==> src/rtl/prim_clock_div_stepdown.sv <==
// Even-ratio clock divider built on a registered toggle, with an optional step-down
// to twice the ratio that only takes effect when the divided clock falls.
module prim_clock_div_stepdown #(
    parameter int unsigned Divisor    = 4,
    parameter logic        ResetValue = 1'b0
) (
    input  logic clk_i,
    input  logic rst_i,
    input  logic step_down_req_i,
    output logic step_down_ack_o,
    input  logic scanmode_i,
    output logic clk_o
);

    localparam int unsigned CntW = $clog2(Divisor) + 1;
    localparam logic [CntW-1:0] HalfM1Base = CntW'(Divisor / 2 - 1);
    localparam logic [CntW-1:0] HalfM1Step = CntW'(Divisor - 1);

    if ((Divisor < 2) || ((Divisor % 2) != 0)) begin : gen_bad_divisor
        $error("prim_clock_div_stepdown: Divisor must be even and >= 2");
    end

    typedef enum logic {
        ModeBase     = 1'b0,
        ModeStepDown = 1'b1
    } mode_e;

    logic [CntW-1:0] cnt_q, cnt_d;
    logic            clk_int_q, clk_int_d;
    mode_e           mode_q, mode_d;
    logic [CntW-1:0] half_m1;
    logic            wrap;
    logic            boundary;

    // Mode only changes as clk_int falls, so both phases of a period use the same HALF.
    always_comb begin
        half_m1   = (mode_q == ModeStepDown) ? HalfM1Step : HalfM1Base;
        wrap      = (cnt_q == half_m1);
        boundary  = wrap && clk_int_q;
        cnt_d     = wrap ? '0 : cnt_q + CntW'(1);
        clk_int_d = clk_int_q ^ wrap;
        mode_d    = mode_q;
        if (boundary) begin
            mode_d = step_down_req_i ? ModeStepDown : ModeBase;
        end
    end

    always_ff @(posedge clk_i or posedge rst_i) begin
        if (rst_i) begin
            cnt_q     <= '0;
            clk_int_q <= ResetValue;
            mode_q    <= ModeBase;
        end else begin
            cnt_q     <= cnt_d;
            clk_int_q <= clk_int_d;
            mode_q    <= mode_d;
        end
    end

    assign step_down_ack_o = (mode_q == ModeStepDown);
    assign clk_o           = scanmode_i ? clk_i : clk_int_q;

endmodule

==> config.mk <==
export PLATFORM = sky130hd
export DESIGN_NAME = prim_clock_div_stepdown
export DESIGN_NICKNAME = d
export VERILOG_FILES = /design/src/rtl/prim_clock_div_stepdown.sv
export SDC_FILE = /design/constraint.sdc
export NUM_CORES = 1
export LEC_CHECK = 0
export ABC_AREA = 1
export ABC_CLOCK_PERIOD_IN_PS = 1200
export BUFFER_PORTS_ARGS = -buffer_cell sky130_fd_sc_hd__buf_2
export CAP_MARGIN = 20
export CORE_AREA = 2 2 39 41
export DETAILED_ROUTE_END_ITERATION = 12
export DIE_AREA = 0 0 41 43
export SYNTH_ARGS = -nofsm -noshare
export SYNTH_HDL_FRONTEND = slang
export SYNTH_SLANG_ARGS = --single-unit
==> constraint.sdc <==
create_clock -name clk_i -period 1.2 [get_ports clk_i]
set_clock_uncertainty 0.2 [all_clocks]
set_input_delay 0.18 -clock clk_i [delete_from_list [all_inputs] [get_ports clk_i]]
set_output_delay 0.18 -clock clk_i [all_outputs]
set_load 0.01 [all_outputs]
==> impl_metrics.tcl <==
set metrics [dict create \
    path_cells "inv_1 > o21ai_1 > buf_2" \
    grt.overflow.total 0 \
    power_frac_clock 0.311 \
    cpPeakStageDelay_ns 0.35 \
    synth.most_common_cell "inv_1" \
    die_y_um 43 \
    synth.area.top_cells "dfrtp_1, inv_1, ha_1" \
    netlist_top_cells_count "inv_1, nand2_1, dfrtp_1" \
    globalplace.congestion 0.7030 \
    drt_pass1_iterations 4 \
    slew_headroom 0.8589 \
    worst-path-buf-inv 2 \
    syn_inst 26 \
    p_sw_uw 376.0 \
    reg2reg_depth 7 \
    sw_frac_of_total 0.3428 \
    fin_hold_ws_ns 0.06900 \
    cp-start-kind "flop" \
    failed_checks "setup timing" \
    core_area_mm2 0.001384 \
    synthDominantCellAreaShare 0.5263 \
    slowest_stage "dfrtp_1" \
    maxCapViolCount 0 \
    synth.avg_cell_area_um2 9.143 \
    diodes 0 \
    intPower_uw 720.8 \
    synthArstFlopShare 1.000 \
    die_area_mm2 0.001763 \
    drive_above_1_share 0.4773 \
    synth_largest_area_cell "dfrtp_1" \
    antenna_found_initial 0 \
    crit_fanout 2 \
    synth_cell_types 8 \
    initial_core_util 0.1718 \
    n_fill_cell 149 \
    hold_violations 0 \
    rsz0062_at_grt "true" \
    power_density_mw_per_mm2 2757 \
    dpl.hpwl_um 319.8 \
    wl_um 510 \
    cp.depth 3 \
    grt_pass1_wl_um 828 \
    fmax_ghz 0.7380 \
    clkTransAtPathRegs_ns 0.05 \
    fin_crit_ns 1.355 \
    setup_viol 4 \
    io_pins 6 \
    pwr-share-comb 0.430 \
    ant_nets 0 \
    ys.flop_type "dfrtp_1" \
    required_ns 0.82 \
    p_leak_uw 0.0002261 \
    port_buffers 5 \
    grt_use_total 0.08359 \
    dieWidth_um 41 \
    post-route-drc-count 0 \
    ys_seq_area_frac 0.5263 \
    worst_pin_slew_ns 0.2114 \
    synth_edf_count 0 \
    syn_area_um2 237.7 \
    grt_pass1_vias 235 \
    tns_ns -0.2367 \
    first_iter_violations 1 \
    syn_to_final_growth_pct 67.37 \
    multi_input_area_um2 95.09 \
    vdd_drop_max_mv 0.9253 \
    ys_ff_latch 5 \
    critPathTopFamily "flip-flops" \
    dr_total_vias 220 \
    yosys_warnings 0 \
    drv_slew 0 \
    endpoint_kind "output pin" \
    vias_per_cell 3.667 \
    row_count 14 \
    path_class "reg -> out" \
    wl_per_cell_um 8.500 \
    clock_latency_ns 0.35 \
    syn_nets 32 \
    outcome "complete, but fails checks" \
    sequentialPowerShare 0.259 \
    seqCellArea_um2 125.1 \
    tritoncts "done" \
    cp.arrival_ns 0.97 \
    post-route-period-util 1.129 \
    final_nets 51 \
    hp-class "in -> async" \
    setup_ws_ns -0.1550 \
    grt_max_degree 6 \
]
[state kept, by name, summed over array words and instances (netlist names)]
name	cells
cnt_q	3
clk_int_q	1
step_down_ack_o	1
[routing by layer]
| metal | part of all wire | vias up | GRT usage |
|---|---|---|---|
| met5 | 0 | - | 0 |
| met4 | 0 | 0 | 0.09333 |
| met3 | 0.090 | 0 | 0.08377 |
| met2 | 0.47 | 12 | 0.08438 |
| met1 | 0.44 | 95 | 0.08442 |
| li1 | - | 113 | - |
[layout make-up]
cell class / count / share of cell area
inverter: 8 / 0.07547
multi-input combinational: 13 / 0.2390
clock buffer: 7 / 0.1164
sequential: 5 / 0.3145
tap: 16 / 0.05031
timing repair buffer: 11 / 0.2044
[cells by family (layout without fill, tap and decap cells)]
kind of cell / count (synthesis) / in the layout / synth area share
compound gates: 2 / 2 / 0.04211
flops: 5 / 5 / 0.5263
simple gates: 8 / 8 / 0.1632
xor+xnor: 1 / 1 / 0.03685
buf+inv: 8 / 26 / 0.1263
fa+ha+maj: 2 / 2 / 0.1052
[through the flow]
stage	utilization	setup WS [ns]	power, uW	cell area (um^2)	instances
2_1_floorplan	-	-0.01049	514.2	240.2	26
3_5_place_dp	0.2224	-0.01680	675.4	307.8	50
6_report	0.2875	-0.1550	1097	397.9	60
5_1_grt	0.2875	-0.2495	1203	397.9	60
4_1_cts	0.2794	-0.1794	1061	386.6	59
3_3_place_gp	0.2224	-0.006384	669.2	307.8	50
[final timing paths]
check	slack, ns	endpoint	startpoint
max	-0.15	clk_o	clk_int_q
min	0.07	step_down_ack_o	rst_i
min in group clk_i	0.26	cnt_q[0]	cnt_q[0]
max reg2reg	-0.01	step_down_ack_o	step_down_ack_o
min reg2reg	0.26	cnt_q[0]	cnt_q[0]
max in group asynchronous	0.54	cnt_q[0]	rst_i
[cell usage in the layout, fill, tap and decap left out]
| master | n |
|---|---|
| inv_2 | 3 |
| dlygate4sd3_1 | 2 |
| clkbuf_1 | 1 |
| buf_6 | 1 |
| nor2_2 | 1 |
| nand3_2 | 1 |
| xor2_1 | 1 |
| nand2_1 | 6 |
| ha_1 | 1 |
| buf_4 | 4 |
| o21ai_1 | 2 |
| inv_1 | 5 |
| buf_2 | 5 |
| ha_4 | 1 |
| clkbuf_4 | 5 |
| dfrtp_1 | 5 |
[power by group through the flow]
| stage | Combinational (uW) | Sequential (uW) | Clock (uW) |
|---|---|---|---|
| floorplan | 202 | 286 | 26.6 |
| global placement | 343 | 283 | 43.3 |
| detailed placement | 346 | 286 | 43.3 |
| CTS | 424 | 283 | 353 |
| global route | 521 | 296 | 386 |
| finish | 472 | 284 | 341 |
[tightest hold or removal path, cell delays in order]
cell	delay [ns]
dlygate4sd3_1	0.53
buf_2	0.12
inv_1	0.17
[repair_timing]
item,4_1_cts,5_1_grt
gates resized for setup,4,2
setup endpoints to repair,5,6
hold endpoints to repair,6,0
buffers inserted,1,1
pin swaps,3,2
hold buffers,2,0
Note: power is estimated with default switching activity, not from simulation.
